## src/rtl/gpio_apb_arbiter_if.sv

```systemverilog
// Bundle of requester command/response lines and GPIO APB pins.
// Latency: none, wiring only.
// Backpressure: requesters hold commands until req_ready; the APB side stalls via PREADY.
//
// Signal groups:
//   requester side : req_valid, req_write, req_addr, req_wdata -> req_ready, rsp_valid, rsp_rdata, rsp_err
//   APB side       : PSEL, PENABLE, PWrite, PADDR, PWDATA     <- PRDATA, PREADY
// Modports:
//   master : the arbiter (drives APB and the per-requester handshakes)
//   slave  : the environment (requesters plus GPIO APB slave)
interface gpio_apb_arbiter_if #(
    parameter int N_REQ = 4,
    parameter int AW    = 8,
    parameter int DW    = 16
) ();
    logic [N_REQ-1:0]    req_valid;
    logic [N_REQ-1:0]    req_write;
    logic [N_REQ*AW-1:0] req_addr;
    logic [N_REQ*DW-1:0] req_wdata;
    logic [N_REQ-1:0]    req_ready;
    logic [N_REQ-1:0]    rsp_valid;
    logic [DW-1:0]       rsp_rdata;
    logic                rsp_err;

    logic                PSEL;
    logic                PENABLE;
    logic                PWrite;
    logic [AW-1:0]       PADDR;
    logic [DW-1:0]       PWDATA;
    logic [DW-1:0]       PRDATA;
    logic                PREADY;

    modport master (
        input  req_valid, req_write, req_addr, req_wdata, PRDATA, PREADY,
        output req_ready, rsp_valid, rsp_rdata, rsp_err,
               PSEL, PENABLE, PWrite, PADDR, PWDATA
    );

    modport slave (
        output req_valid, req_write, req_addr, req_wdata, PRDATA, PREADY,
        input  req_ready, rsp_valid, rsp_rdata, rsp_err,
               PSEL, PENABLE, PWrite, PADDR, PWDATA
    );
endinterface

```

## src/rtl/gpio_apb_arbiter.sv

```systemverilog
// Round-robin APB master sharing one GPIO APB slave among N_REQ requesters.
// Latency: request edge -> SETUP (1) -> ACCESS (>=1) -> rsp_valid; 3 cycles per transfer with PREADY high.
// Backpressure: one command in flight; requesters wait for req_ready, ACCESS stretches while PREADY is low.
//
// Ports:
//   PCLK     : clock, posedge
//   PRESETn  : asynchronous active-low reset
//   bus      : gpio_apb_arbiter_if.master (requester handshakes + APB pins)
// Optional feature macro: APB_TIMEOUT_EN -- abort ACCESS after TIMEOUT_CYC wait cycles
// and report it with rsp_err. Without it ACCESS waits forever and rsp_err is tied low.
module gpio_apb_arbiter #(
    parameter int N_REQ       = 4,
    parameter int AW          = 8,
    parameter int DW          = 16,
    parameter int TIMEOUT_CYC = 16
) (
    input  logic                PCLK,
    input  logic                PRESETn,
    gpio_apb_arbiter_if.master  bus
);
    localparam int PW = (N_REQ > 1) ? $clog2(N_REQ) : 1;

    // Elaboration-time parameter sanity.
    if (N_REQ < 2 || N_REQ > 8) begin : g_bad_nreq
        $error("gpio_apb_arbiter: N_REQ must be 2..8");
    end
    if (TIMEOUT_CYC < 1) begin : g_bad_timeout
        $error("gpio_apb_arbiter: TIMEOUT_CYC must be >= 1");
    end

    typedef enum logic [1:0] {
        S_IDLE   = 2'd0,
        S_SETUP  = 2'd1,
        S_ACCESS = 2'd2
    } state_t;

    state_t            state;
    logic [PW-1:0]     ptr;
    logic [PW-1:0]     gnt;
    logic              psel_q;
    logic              penable_q;
    logic              pwrite_q;
    logic [AW-1:0]     paddr_q;
    logic [DW-1:0]     pwdata_q;
    logic [N_REQ-1:0]  req_ready_q;
    logic [N_REQ-1:0]  rsp_valid_q;
    logic [DW-1:0]     rsp_rdata_q;

    // Wrap-around increment used both for the search scan and the pointer update.
    function automatic logic [PW-1:0] wrap_inc(input logic [PW-1:0] v);
        return (v == PW'(N_REQ - 1)) ? '0 : v + 1'b1;
    endfunction

    function automatic logic [N_REQ-1:0] onehot(input logic [PW-1:0] v);
        return {{(N_REQ-1){1'b0}}, 1'b1} << v;
    endfunction

    // First pending requester at or after the pointer, wrapping modulo N_REQ.
    logic              found;
    logic [PW-1:0]     sel;
    logic [PW-1:0]     scan;

    always_comb begin
        found = 1'b0;
        sel   = ptr;
        scan  = ptr;
        for (int k = 0; k < N_REQ; k++) begin
            if (!found && bus.req_valid[scan]) begin
                found = 1'b1;
                sel   = scan;
            end
            scan = wrap_inc(scan);
        end
    end

`ifdef APB_TIMEOUT_EN
    localparam int CW = $clog2(TIMEOUT_CYC + 1);
    logic [CW-1:0] tmo_cnt;
    logic          rsp_err_q;
`endif

    always_ff @(posedge PCLK or negedge PRESETn) begin
        if (!PRESETn) begin
            state       <= S_IDLE;
            ptr         <= '0;
            gnt         <= '0;
            psel_q      <= 1'b0;
            penable_q   <= 1'b0;
            pwrite_q    <= 1'b0;
            paddr_q     <= '0;
            pwdata_q    <= '0;
            req_ready_q <= '0;
            rsp_valid_q <= '0;
            rsp_rdata_q <= '0;
`ifdef APB_TIMEOUT_EN
            tmo_cnt     <= '0;
            rsp_err_q   <= 1'b0;
`endif
        end else begin
            // Handshake pulses last exactly one cycle.
            req_ready_q <= '0;
            rsp_valid_q <= '0;
`ifdef APB_TIMEOUT_EN
            rsp_err_q   <= 1'b0;
`endif
            case (state)
                S_IDLE: begin
                    psel_q    <= 1'b0;
                    penable_q <= 1'b0;
                    if (found) begin
                        pwrite_q    <= bus.req_write[sel];
                        paddr_q     <= bus.req_addr[sel*AW +: AW];
                        pwdata_q    <= bus.req_wdata[sel*DW +: DW];
                        gnt         <= sel;
                        ptr         <= wrap_inc(sel);
                        psel_q      <= 1'b1;
                        req_ready_q <= onehot(sel);
                        state       <= S_SETUP;
                    end else begin
                        // Address/data hold their last values while idle.
                        pwrite_q <= 1'b0;
                    end
                end

                S_SETUP: begin
                    penable_q <= 1'b1;
                    state     <= S_ACCESS;
`ifdef APB_TIMEOUT_EN
                    tmo_cnt   <= '0;
`endif
                end

                S_ACCESS: begin
                    // PREADY is checked first so it beats a simultaneous terminal count.
                    if (bus.PREADY) begin
                        psel_q      <= 1'b0;
                        penable_q   <= 1'b0;
                        pwrite_q    <= 1'b0;
                        rsp_valid_q <= onehot(gnt);
                        rsp_rdata_q <= pwrite_q ? '0 : bus.PRDATA;
                        state       <= S_IDLE;
                    end
`ifdef APB_TIMEOUT_EN
                    else if (tmo_cnt == CW'(TIMEOUT_CYC - 1)) begin
                        // This wait cycle brings the count to TIMEOUT_CYC: abort.
                        psel_q      <= 1'b0;
                        penable_q   <= 1'b0;
                        pwrite_q    <= 1'b0;
                        rsp_valid_q <= onehot(gnt);
                        rsp_err_q   <= 1'b1;
                        rsp_rdata_q <= '0;
                        state       <= S_IDLE;
                    end else begin
                        tmo_cnt <= tmo_cnt + 1'b1;
                    end
`endif
                end

                default: begin
                    psel_q    <= 1'b0;
                    penable_q <= 1'b0;
                    state     <= S_IDLE;
                end
            endcase
        end
    end

    assign bus.PSEL      = psel_q;
    assign bus.PENABLE   = penable_q;
    assign bus.PWrite    = pwrite_q;
    assign bus.PADDR     = paddr_q;
    assign bus.PWDATA    = pwdata_q;
    assign bus.req_ready = req_ready_q;
    assign bus.rsp_valid = rsp_valid_q;
    assign bus.rsp_rdata = rsp_rdata_q;
`ifdef APB_TIMEOUT_EN
    assign bus.rsp_err   = rsp_err_q;
`else
    assign bus.rsp_err   = 1'b0;
`endif

endmodule

```

## src/flat_wrapper.sv

```systemverilog
// flat-port wrapper written by rule: the top's interface ports become plain ports
module gpio_apb_arbiter_flat 
#(
    parameter int N_REQ       = 4,
    parameter int AW          = 8,
    parameter int DW          = 16,
    parameter int TIMEOUT_CYC = 16
)
  (PCLK, PRESETn, bus_req_valid, bus_req_write, bus_req_addr, bus_req_wdata, bus_PRDATA, bus_PREADY, bus_req_ready, bus_rsp_valid, bus_rsp_rdata, bus_rsp_err, bus_PSEL, bus_PENABLE, bus_PWrite, bus_PADDR, bus_PWDATA);
  gpio_apb_arbiter_if #(.N_REQ(N_REQ), .AW(AW), .DW(DW)) bus_i ();
  input  logic PCLK;
  input  logic PRESETn;
  input wire logic [$bits(bus_i.req_valid)-1:0] bus_req_valid;
  input wire logic [$bits(bus_i.req_write)-1:0] bus_req_write;
  input wire logic [$bits(bus_i.req_addr)-1:0] bus_req_addr;
  input wire logic [$bits(bus_i.req_wdata)-1:0] bus_req_wdata;
  input wire logic [$bits(bus_i.PRDATA)-1:0] bus_PRDATA;
  input wire logic [$bits(bus_i.PREADY)-1:0] bus_PREADY;
  output wire logic [$bits(bus_i.req_ready)-1:0] bus_req_ready;
  output wire logic [$bits(bus_i.rsp_valid)-1:0] bus_rsp_valid;
  output wire logic [$bits(bus_i.rsp_rdata)-1:0] bus_rsp_rdata;
  output wire logic [$bits(bus_i.rsp_err)-1:0] bus_rsp_err;
  output wire logic [$bits(bus_i.PSEL)-1:0] bus_PSEL;
  output wire logic [$bits(bus_i.PENABLE)-1:0] bus_PENABLE;
  output wire logic [$bits(bus_i.PWrite)-1:0] bus_PWrite;
  output wire logic [$bits(bus_i.PADDR)-1:0] bus_PADDR;
  output wire logic [$bits(bus_i.PWDATA)-1:0] bus_PWDATA;
  assign bus_i.req_valid = bus_req_valid;
  assign bus_i.req_write = bus_req_write;
  assign bus_i.req_addr = bus_req_addr;
  assign bus_i.req_wdata = bus_req_wdata;
  assign bus_i.PRDATA = bus_PRDATA;
  assign bus_i.PREADY = bus_PREADY;
  assign bus_req_ready = bus_i.req_ready;
  assign bus_rsp_valid = bus_i.rsp_valid;
  assign bus_rsp_rdata = bus_i.rsp_rdata;
  assign bus_rsp_err = bus_i.rsp_err;
  assign bus_PSEL = bus_i.PSEL;
  assign bus_PENABLE = bus_i.PENABLE;
  assign bus_PWrite = bus_i.PWrite;
  assign bus_PADDR = bus_i.PADDR;
  assign bus_PWDATA = bus_i.PWDATA;
  gpio_apb_arbiter #(.N_REQ(N_REQ), .AW(AW), .DW(DW), .TIMEOUT_CYC(TIMEOUT_CYC)) u_core (.PCLK(PCLK), .PRESETn(PRESETn), .bus(bus_i));
endmodule
```

## config.mk

```make
export PLATFORM = sky130hd
export DESIGN_NAME = gpio_apb_arbiter_flat
export DESIGN_NICKNAME = d
export VERILOG_FILES = /design/src/rtl/gpio_apb_arbiter_if.sv /design/src/rtl/gpio_apb_arbiter.sv /design/src/flat_wrapper.sv
export SDC_FILE = /design/constraint.sdc
export NUM_CORES = 1
export LEC_CHECK = 0
export CAP_MARGIN = 5
export CORE_ASPECT_RATIO = 0.75
export CORE_MARGIN = 3
export CORE_UTILIZATION = 39
export CTS_CLUSTER_SIZE = 40
export DETAILED_ROUTE_END_ITERATION = 6
export PLACE_DENSITY = 0.89
export SYNTH_ARGS = -nofsm -noshare
export SYNTH_HDL_FRONTEND = slang
export SYNTH_SLANG_ARGS = --single-unit
```

## constraint.sdc

```tcl
create_clock -name PCLK -period 3.4 [get_ports PCLK]
set_input_delay 0.68 -clock PCLK [delete_from_list [all_inputs] [get_ports PCLK]]
set_output_delay 0.68 -clock PCLK [all_outputs]
set_load 0.02 [all_outputs]
```

; Word level (Yosys, flattened, before mapping)
; Index checks and enable logic that the tools add are counted.
[totals]
ff_bits = 57
output_inout_bits = 52
[op_classes]
n_addsub = 4
order_cmp = 5
n_eq_ne = 8
n_shift = 4
mux = 35
n_bitwise = 1
n_reduce_logical = 13
[op_table]
columns = operator, count
row1 = variable part select 64 x 7 -> 16 bit, 1
row2 = variable part select 32 x 6 -> 8 bit, 1
row3 = two-way mux 2 bit, 9
row4 = two-way mux 16 bit, 1
row5 = two-way mux 4 bit, 4
row6 = "less-than comparator 2 x 3 -> 1 bit, second input constant", 5
row7 = two-way mux 1 bit, 12
row8 = binary-select mux 1 bit (select 2 bit), 5
row9 = "equality test 2 bit, second input constant", 5
row10 = AND reduction 2 bit, 5
row11 = "adder 2 x 1 -> 2 bit, second input constant", 4
row12 = "left shift 1 x 2 -> 4 bit, first input constant", 2
row13 = case mux 2 bit (3 select lines), 1
row14 = case mux 1 bit (2 select lines), 2
row15 = logical AND 1 bit, 3
row16 = logical NOT 1 bit, 3
row17 = case mux 1 bit (3 select lines), 1
row18 = "equality test 2 x 1 -> 1 bit, second input constant", 1
row19 = logical NOT 2 bit, 1
row20 = "inequality test 2 x 1 -> 1 bit, second input constant", 1
row21 = "inequality test 2 bit, second input constant", 1
row22 = nonzero test 2 bit, 1
row23 = inverter 1 bit, 1

; Logic depth before layout (Yosys ltp)
; Gate-level depths: netlist (run 1).
[logic_depth]
depth_word = 16
ltp_mapped = 10
mapped_depth_nobuf = 8

; Worst setup path after synthesis (run 1)
; OpenSTA, ideal clock, no wires.
[synth_timing]
kind = input to register
start = input bus_req_valid[3]
end = register u_core.ptr[1]
arrival_ps = 2572
required_time_ps = 3317
slack_ps = 745
path_stages = 9
path_buffers = 3
path_cell_list = buf_2 -> mux4_2 -> o41ai_2 -> o22a_1 -> buf_4 -> buf_6 -> inv_1 -> ha_1 -> o21ai_0
[synth_between]
elab_chain_cells = 14
elab_cells_between_ends = 25
classes_between = add/sub (1) / eq/ne (1) / mux (16) / reduce/logical (7)
[synth_rtl]
columns = item, line_no
row1 = start: declaration, flat_wrapper.sv:13  ; input wire logic [$bits(bus_i.req_valid)-1:0] bus_req_valid;
row2 = binary-select mux 1 bit (select 2 bit), gpio_apb_arbiter.sv:68  ; if (!found && bus.req_valid[scan]) begin
row3 = two-way mux 1 bit (implied by the code), gpio_apb_arbiter.sv:68
row4 = two-way mux 1 bit, gpio_apb_arbiter.sv:68
row5 = logical NOT 1 bit, gpio_apb_arbiter.sv:68
row6 = logical AND 1 bit, gpio_apb_arbiter.sv:68
row7 = two-way mux 1 bit, gpio_apb_arbiter.sv:68
row8 = logical NOT 1 bit, gpio_apb_arbiter.sv:68
row9 = logical AND 1 bit, gpio_apb_arbiter.sv:68
row10 = two-way mux 1 bit, gpio_apb_arbiter.sv:68
row11 = logical NOT 1 bit, gpio_apb_arbiter.sv:68
row12 = logical AND 1 bit, gpio_apb_arbiter.sv:68
row13 = two-way mux 2 bit (*), gpio_apb_arbiter.sv:68
row14 = via u_core.sel[1], gpio_apb_arbiter.sv:60  ; logic [PW-1:0] sel;
row15 = adder 2 x 1 -> 2 bit / equality test 2 bit (equally long branches), gpio_apb_arbiter.sv:51  ; return (v == PW'(N_REQ - 1)) ? '0 : v + 1'b1;
row16 = two-way mux 2 bit (*), gpio_apb_arbiter.sv:51
row17 = end signal: assignment, gpio_apb_arbiter.sv:115  ; ptr <= wrap_inc(sel);
row18 = end: declaration, gpio_apb_arbiter.sv:38  ; logic [PW-1:0] ptr;
; Mark *: on every way through the listed nets, which the timed path passes. The rest lies on a longest branch. The select of a mux whose other input is x is not followed.
; A chain may end at the register's enable or synchronous reset.

; Worst setup path in the final report (run 1)
[layout_timing]
start = input bus_req_valid[3]
end = register u_core.ptr[1]
[layout_between]
elab_chain_cells = 14
elab_cells_between_ends = 25
classes_between = add/sub (1) / eq/ne (1) / mux (16) / reduce/logical (7)
[layout_rtl]
columns = item, line_no
row1 = binary-select mux 1 bit (select 2 bit), gpio_apb_arbiter.sv:68
row2 = two-way mux 1 bit (implied by the code), gpio_apb_arbiter.sv:68
row3 = two-way mux 1 bit, gpio_apb_arbiter.sv:68
row4 = logical NOT 1 bit, gpio_apb_arbiter.sv:68
row5 = logical AND 1 bit, gpio_apb_arbiter.sv:68
row6 = two-way mux 1 bit, gpio_apb_arbiter.sv:68
row7 = logical NOT 1 bit, gpio_apb_arbiter.sv:68
row8 = logical AND 1 bit, gpio_apb_arbiter.sv:68
row9 = two-way mux 1 bit, gpio_apb_arbiter.sv:68
row10 = logical NOT 1 bit, gpio_apb_arbiter.sv:68
row11 = logical AND 1 bit, gpio_apb_arbiter.sv:68
row12 = two-way mux 2 bit, gpio_apb_arbiter.sv:68
row13 = adder 2 x 1 -> 2 bit / equality test 2 bit (equally long branches), gpio_apb_arbiter.sv:51
row14 = two-way mux 2 bit, gpio_apb_arbiter.sv:51
; Several ways; a longest one is shown, not always the timed one. The select of a mux whose other input is x is not followed.

==> results of run 1 <==
-- cell type report --
| class | instances | share of cell area |
|---|---|---|
| inverter | 8 | 0.00574 |
| clock inverter | 5 | 0.0196 |
| clock buffer | 11 | 0.0270 |
| multi-input combinational | 220 | 0.301 |
| timing repair buffer | 185 | 0.350 |
| sequential | 57 | 0.273 |
| tap | 101 | 0.0242 |
-- cells in the final DEF (no fill, tap or decap), types with 2 or more instances in the layout --
cell / instances
a21o_1: 2
a21oi_1: 3
and2_1: 4
buf_4: 11
bufinv_16: 3
clkbuf_8: 10
clkdlybuf4s50_1: 172
dfrtp_1: 57
ha_1: 5
inv_1: 7
mux2i_1: 50
nand2_1: 52
nand2b_1: 19
nor2_1: 3
nor2b_1: 2
nor3_1: 4
nor3b_1: 3
o21a_1: 2
o21ai_0: 23
o221ai_1: 25
-- power by group --
part	switching, mW	internal, mW
sequential	0.205	0.989
combinational	1.67	1.48
clock	0.269	0.506
total	2.14	2.98
-- sequential cells by signal, indices dropped and copies added, names as in the netlist --
register,cells
u_core.bus.PSEL,1
u_core.bus.rsp_rdata,16
u_core.bus.PENABLE,1
u_core.bus.PWrite,1
u_core.bus.rsp_valid,4
u_core.state,2
u_core.bus.PADDR,8
u_core.bus.PWDATA,16
u_core.gnt,2
u_core.bus.req_ready,4
u_core.ptr,2
-- logic make-up after synthesis --
logic type / share of synthesized area
and+or+nand+nor: 0.138
other: 0.00118
adders and majority gates: 0.0196
buffers and inverters: 0.0585
muxes: 0.164
DFF: 0.448
AOI/OAI and AO/OA: 0.170
-- path summary, 6_finish.rpt --
check                           cells after the start                                  end  slack, ns                                 from
worst max-delay path                               10            u_core.ptr[1]$_DFFE_PN0P_       0.46                     bus_req_valid[3]
worst min-delay path                                1  u_core.bus.rsp_rdata[6]$_DFFE_PN0P_       0.45                              PRESETn
worst max register to register                      9            u_core.ptr[1]$_DFFE_PN0P_       0.55            u_core.ptr[0]$_DFFE_PN0P_
worst min register to register                      2  u_core.bus.rsp_rdata[9]$_DFFE_PN0P_       0.48  u_core.bus.rsp_rdata[9]$_DFFE_PN0P_
max in group asynchronous                           2      u_core.bus.PADDR[6]$_DFFE_PN0P_       2.14                              PRESETn
min in group PCLK                                   2  u_core.bus.rsp_rdata[9]$_DFFE_PN0P_       0.48  u_core.bus.rsp_rdata[9]$_DFFE_PN0P_
-- metal layers --
metal  routed length (microns)  vias to the layer above
li1                          -                     1463
met1                      3930                     1430
met2                      5340                       98
met3                       590                       10
met4                        92                        0
met5                         0                        -
==> results.toml, run 1 <==
[sta]
finalCriticalPeriod_ns = 2.94
worst_slew_pin_slew_ns = 0.840
fin_skew_ns = 0.0108
maxSlewHeadroom = 0.440
hold_violations = 0
slew_viol_final = 0
fmax_mhz = 341
fin_setup_tns_ns = 0
setup_viol = 0
fin_crit_sh = 0.864
finalWorstSetupSlack_ns = 0.464
rsz0062_at_grt = "no"
holdWs_ns = 0.448

[power_and_ir_drop]
power_density_mw_per_mm2 = 979
p_leak_nw = 2.30
total_power_mw = 5.12
ir_worst_vdd_v = 0.000801

[critical_path]
cp_max_fo = 9
cp_slowest_stage_delay_ns = 0.53
crit_type = "in2reg"
crit_buf_inv = 4
required_ns = 3.64
cp-end-kind = "register"
crit_chain = "clkdlybuf4s50_1 > buf_4 > nor3b_1 > o21ai_0 > o211a_1 > o22a_2 > buf_4 > inv_1 > ha_1 > o21ai_0"
slowest_stage = "nor3b_1"
startpoint_type = "input port"
arrival_ns = 3.17
crit_family = "buffers and inverters"

[floorplan]
die_w_microns = 110
ios = 175
die_height_microns = 84.3
num_rows = 27
dieArea_sq_mm = 0.00930
core_area_sq_mm = 0.00763
initial_core_util = 0.417

[global_route]
grt_pass1_wl_microns = 15800
grt_usage = 0.216
use_met1 = 0.261
grt.overflow.total = 0
busiest_layer = "met2"
grtUsageMet3 = 0.0699
grt_max_degree = 47
grt_pass1_vias = 3119
antenna_found_initial = 0
grt_use_met2 = 0.378

[detailed_routing]
wl_microns = 9950
postRouteAntennaNets = 0
first_pass_iters = 5
vias_per_cell = 5.11
drc = 0
wl_per_cell_microns = 17.0
drtIter0Drc = 105
vias = 3001

[clock_network]
post_cts_buffers = 0
tritoncts = "built"
cts_num_sinks = 57
cts_resized = 0
numCtsBuffers = 9
clkLatencyLatePin_ns = 0.33
clkTransAtPathRegs_ns = 0.07
cts_buffer_depth = 2
cts_root_buf = "clkbuf_8"
htree_levels = 3
ctsHoldBuffers = 0

[final_layout]
multiInputGateArea_sq_mm = 0.00157
drive_gt1_frac = 0.0720
final_area_sq_mm = 0.00523
fin_cells = 587
nNetsFinal = 609
antennaDiodeCount = 0
area_growth_pct = 64.2
final_util = 0.685
fill_cells = 609
ff_latch_area_sq_mm = 0.00143

[yosys]
syn_area_sq_mm = 0.00319
syn_avg_cell_area_sq_um = 10.3
synth.most_common_cell = "dfrtp_1"
yosys_warnings = 0
yosysSeqAreaShare = 0.448
syn_nets = 437
synthTopCellsByArea = "dfrtp_1 45%, mux2i_1 16%, o221ai_1 6.9%"
synth.distinct_cells = 44
async_flop_share = 1.00
synth_seq_cells = 57
synth_top_area_cell = "dfrtp_1"
synth_enable_flop_cells = 0
synth_top_area_frac = 0.448
synthTopCellsByCount = "57 x dfrtp_1, 52 x nand2_1, 50 x mux2i_1"
synthCells = 309
synth_ff_type = "dfrtp_1"

[placement]
preCtsSetupSlack_ns = 0.191
io_buffers = 173
routabilityCongestion = 0.969
hpwl_microns = 7620
dp_cells = 571
dpl_cell_area_sq_mm = 0.00499

[min_path]
hold_path.class = "in2async"

[flow_run]
cap_violations = 0

[outcome]
outcome = "completed"
(Power assumes the default switching activity.)
==> inputs of run 2 (changes only) <==
PLACE_DENSITY = default   (was 0.89)
PLACE_DENSITY_LB_ADDON = 0.1   (was default)
==> run 2 against run 1 <==
Against the previous run:
- clock-buffer cell count shrank 2
- largest power group unchanged
- critical path type unchanged
- maximum frequency up 2.2%
- worst hold slack worse by 0.045 ns
==> results.toml, run 2 (same netlist as run 1, synthesis figures left out) <==
[outcome]
outcome = "completed"

[sta]
fin_crit_sh = 0.845
maxSlewHeadroom = 0.494
slew_viol_final = 0
finalCriticalPeriod_ns = 2.87
holdWs_ns = 0.403
fin_setup_tns_ns = 0
worst_slew_pin_slew_ns = 0.759
setup_viol = 0
hold_violations = 0
fmax_mhz = 348
fin_skew_ns = 0.0100
rsz0062_at_grt = "no"

[floorplan]
initial_core_util = 0.417
die_height_microns = 84.3
num_rows = 27
core_area_sq_mm = 0.00763
die_w_microns = 110
dieArea_sq_mm = 0.00930
ios = 175

[critical_path]
cp_slowest_stage_delay_ns = 0.59
cp-end-kind = "register"
arrival_ns = 3.07
crit_cells = 7
startpoint_type = "input port"
required_ns = 3.60
r2r_cells = 8
crit_chain = "clkdlybuf4s50_1 > mux4_2 > a311oi_1 > o22a_2 > buf_12 > mux2i_1 > o221ai_1"
crit_buf_inv = 2
r2r-start = "u_core.ptr[0]$_DFFE_PN0P_"
slowest_stage = "mux4_2"
crit_type = "in2reg"
cp-startpoint = "bus_req_valid[1]"
crit_family = "multiplexers"
cp_max_fo = 38

[global_route]
grt_pass1_wl_microns = 15200
grt_usage = 0.208
antenna_found_initial = 0
grt.overflow.total = 0
grt_pass1_vias = 3081
grt_max_degree = 39

[final_layout]
area_growth_pct = 64.5
drive_gt1_frac = 0.0779
fill_cells = 617
antennaDiodeCount = 0
layout_commonest_cell = "clkdlybuf4s50_1"
layout_common_cells = "172 x clkdlybuf4s50_1, 57 x dfrtp_1, 52 x nand2_1, 50 x mux2i_1, 25 x o221ai_1"
nNetsFinal = 611
final_util = 0.686

[clock_network]
tritoncts = "built"
clkTransAtPathRegs_ns = 0.08
numCtsBuffers = 9
cts_resized = 0
ctsHoldBuffers = 0
cts_num_sinks = 57
cts_root_buf = "clkbuf_8"
clkLatencyLatePin_ns = 0.34
htree_levels = 3
cts_buffer_depth = 2
post_cts_buffers = 0

[detailed_routing]
vias = 3012
wl_met1_microns = 3880
wl_per_cell_microns = 16.5
top_layer = "met4"
met2WireLength_microns = 4930
first_pass_iters = 4
vias_per_cell = 5.11
route.met3.wl_microns = 770
drtIter0Drc = 89
wl_microns = 9700
drc = 0
postRouteAntennaNets = 0

[power_and_ir_drop]
total_power_mw = 5.06
ir_worst_vdd_v = 0.000802
power_density_mw_per_mm2 = 965
p_leak_nw = 2.30

[placement]
io_buffers = 173
routabilityCongestion = 0.854
hpwl_microns = 7320

[flow_run]
cap_violations = 0

[min_path]
hold_path.class = "in2async"
==> run 2: stage by stage <==
stage | setup WS, ns | cell area, sq um | instances
after floorplan | 0.745 | 3190 | 309
after global placement | 0.259 | 5010 | 573
after detailed placement | 0.142 | 5010 | 573
final | 0.527 | 5240 | 589
after global routing | 0.400 | 5240 | 589
after CTS | 0.502 | 5240 | 589
==> run 2: layout make-up <==
type | count | area, sq um | share of cell area
repair buffers | 187 | 1860 | 0.354
flip-flops and latches | 57 | 1430 | 0.272
inverters | 8 | 30.0 | 0.00573
clock inverters | 7 | 103 | 0.0196
well taps | 101 | 126 | 0.0241
clock buffers | 9 | 124 | 0.0236
multi-input cells | 220 | 1570 | 0.300
==> run 2: power by group <==
part	switching [mW]	internal [mW]	total, mW
Combinational	1.65	1.50	3.14
Clock	0.304	0.420	0.724
Sequential	0.204	0.988	1.19
==> run 2: worst paths after layout <==
path	end	slack (ns)
setup / recovery	u_core.bus.PADDR[6]$_DFFE_PN0P_	0.53
hold / removal	u_core.bus.rsp_rdata[6]$_DFFE_PN0P_	0.40
setup reg to reg	u_core.bus.PADDR[6]$_DFFE_PN0P_	0.64
hold reg to reg	u_core.bus.rsp_rdata[7]$_DFFE_PN0P_	0.48
max in group asynchronous	u_core.bus.PADDR[6]$_DFFE_PN0P_	2.30
min in group PCLK	u_core.bus.rsp_rdata[7]$_DFFE_PN0P_	0.48
==> run 2: per-layer routing <==
metal  global-route usage  vias to the layer above
li1                     -                     1477
met2                0.361                       99
met5                    0                        -
met1                0.245                     1425
met4               0.0559                        0
met3               0.0699                       11
==> inputs of run 3 (changes only) <==
clock period = 2.95 ns   (was 3.4 ns; I/O delays follow)
==> run 3 against run 2 <==
Against the previous run:
- core utilization increased by 0.82 points
- register-to-register slack worse by 0.26 ns
- worst hold slack worse by 0.013 ns
- first-iteration DRC count up 61%
- highest routed layer unchanged
- worst setup slack worse by 0.17 ns
- critical endpoint is now u_core.bus.PWDATA[11]$_DFFE_PN0P_
==> results.toml, run 3 (same netlist as run 1, synthesis figures left out) <==
[power_and_ir_drop]
ir_worst_vdd_v = 0.000571
combPwrFrac = 0.634
p_sw_frac = 0.416
p_int_mw = 3.48
power_density_mw_per_mm2 = 1120
switchingPower_mw = 2.48
seq_power_share = 0.227
p_leak_nw = 2.34
power_frac_clock = 0.138

[placement]
hpwl_microns = 7190
io_buffers = 173
routabilityCongestion = 0.828
dp_cells = 578
preCtsSetupSlack_ns = 0.0321

[critical_path]
startpoint_type = "input port"
r2r_cells = 8
required_ns = 3.15
reg2reg_slack_ns = 0.38
arrival_ns = 2.79
cp_slowest_stage_delay_ns = 0.57
slowest_stage = "mux4_2"
cp-end-kind = "register"
r2r-start = "u_core.ptr[1]$_DFFE_PN0P_"
cp_max_fo = 26
r2r_end = "u_core.bus.PWDATA[11]$_DFFE_PN0P_"
crit_type = "in2reg"
crit_chain = "clkdlybuf4s50_1 > mux4_2 > o41ai_2 > o22a_2 > buf_12 > mux2i_1 > o221ai_1"

[clock_network]
clkTransAtPathRegs_ns = 0.07
tritoncts = "built"
cts_buffer_depth = 2
ctsHoldBuffers = 0
htree_levels = 3
cts_root_buf = "clkbuf_8"
numCtsBuffers = 9
cts_resized = 0
cts_num_sinks = 57
post_cts_buffers = 0
clkLatencyLatePin_ns = 0.33

[floorplan]
initial_core_util = 0.417
dieArea_sq_mm = 0.00930
die_height_microns = 84.3
num_rows = 27
die_w_microns = 110
ios = 175
core_area_sq_mm = 0.00763

[sta]
fmax_mhz = 386
hold_violations = 0
finalWorstSetupSlack_ns = 0.362
worst_slew_pin_slew_ns = 0.732
setup_viol = 0
finalCriticalPeriod_ns = 2.59
rsz0062_at_grt = "no"
fin_skew_ns = 0.00743
holdWs_ns = 0.389
slew_viol_final = 0
fin_crit_sh = 0.877
fin_setup_tns_ns = 0
maxSlewHeadroom = 0.512

[final_layout]
nNetsFinal = 616
multiInputGateArea_sq_mm = 0.00157
drive_gt1_frac = 0.0872
area_growth_pct = 66.5
ff_latch_area_sq_mm = 0.00143
antennaDiodeCount = 0
fin_cells = 594
fill_cells = 637
final_util = 0.695
layout_commonest_cell = "clkdlybuf4s50_1"
layout_common_cells = "172 x clkdlybuf4s50_1, 57 x dfrtp_1, 52 x nand2_1, 50 x mux2i_1, 25 x o221ai_1"

[outcome]
outcome = "completed"

[detailed_routing]
route.met3.wl_microns = 726
postRouteAntennaNets = 0
top_layer = "met4"
vias_per_cell = 5.03
vias = 2990
drc = 0
wl_per_cell_microns = 16.0
wl_microns = 9530
first_pass_iters = 6
drtIter0Drc = 143
wl_met1_microns = 4100
met2WireLength_microns = 4650

[global_route]
grt_max_degree = 58
grt_pass1_wl_microns = 15300
grt.overflow.total = 0
grt_pass1_vias = 2940
grt_usage = 0.209
antenna_found_initial = 0

[min_path]
hold_path.class = "in2async"

[flow_run]
cap_violations = 0
==> run 3: how the worst max path moves through the flow <==
stage	to	start	depth (start not counted)	slack, ns
after floorplan	u_core.ptr[1]$_DFFE_PN0P_	bus_req_valid[3]	9	0.38
after global placement	u_core.bus.PWDATA[15]$_DFFE_PN0P_	bus_req_valid[3]	7	0.09
after detailed placement	u_core.bus.PWDATA[12]$_DFFE_PN0P_	bus_req_valid[3]	7	0.03
after CTS	u_core.bus.PWDATA[11]$_DFFE_PN0P_	u_core.ptr[1]$_DFFE_PN0P_	8	0.38
after global routing	u_core.bus.PWDATA[14]$_DFFE_PN0P_	u_core.ptr[1]$_DFFE_PN0P_	8	0.20
final	u_core.bus.PWDATA[11]$_DFFE_PN0P_	bus_req_valid[3]	7	0.36
==> run 3: critical path, delay by kind of cell <==
kind                   cells  cell delay (ns)
AO/OA/AOI/OAI              3             0.71
multiplexers               2             0.80
buffers and inverters      2             0.66
==> run 3: cell type report <==
cell class | instances | area share
Multi-Input combinational cell | 220 | 0.297
Clock buffer | 9 | 0.0234
Timing Repair Buffer | 192 | 0.362
Sequential cell | 57 | 0.269
Inverter | 8 | 0.00566
Tap cell | 101 | 0.0238
Clock inverter | 7 | 0.0193
==> run 3: per-stage QoR <==
step | power (mW) | area [sq um]
4_1_cts | 6.03 | 5300
3_5_place_dp | 5.18 | 5080
3_3_place_gp | 5.12 | 5080
2_1_floorplan | 3.84 | 3190
6_report | 5.96 | 5300
5_1_grt | 6.39 | 5300
==> run 3: metal layers <==
metal / vias to the layer above / global-route usage
met1: 1404 / 0.278
met2: 100 / 0.335
met5: - / 0
met4: 0 / 0.0380
li1: 1479 / -
met3: 7 / 0.0730
==> run 3: power groups by stage <==
| stage | clock network [mW] | registers [mW] | logic [mW] |
|---|---|---|---|
| finish | 0.826 | 1.35 | 3.78 |
| global route | 0.891 | 1.41 | 4.09 |
| detailed placement | 0 | 1.36 | 3.81 |
| CTS | 0.851 | 1.36 | 3.82 |
| global placement | 0 | 1.35 | 3.77 |
| floorplan | 0 | 1.68 | 2.16 |
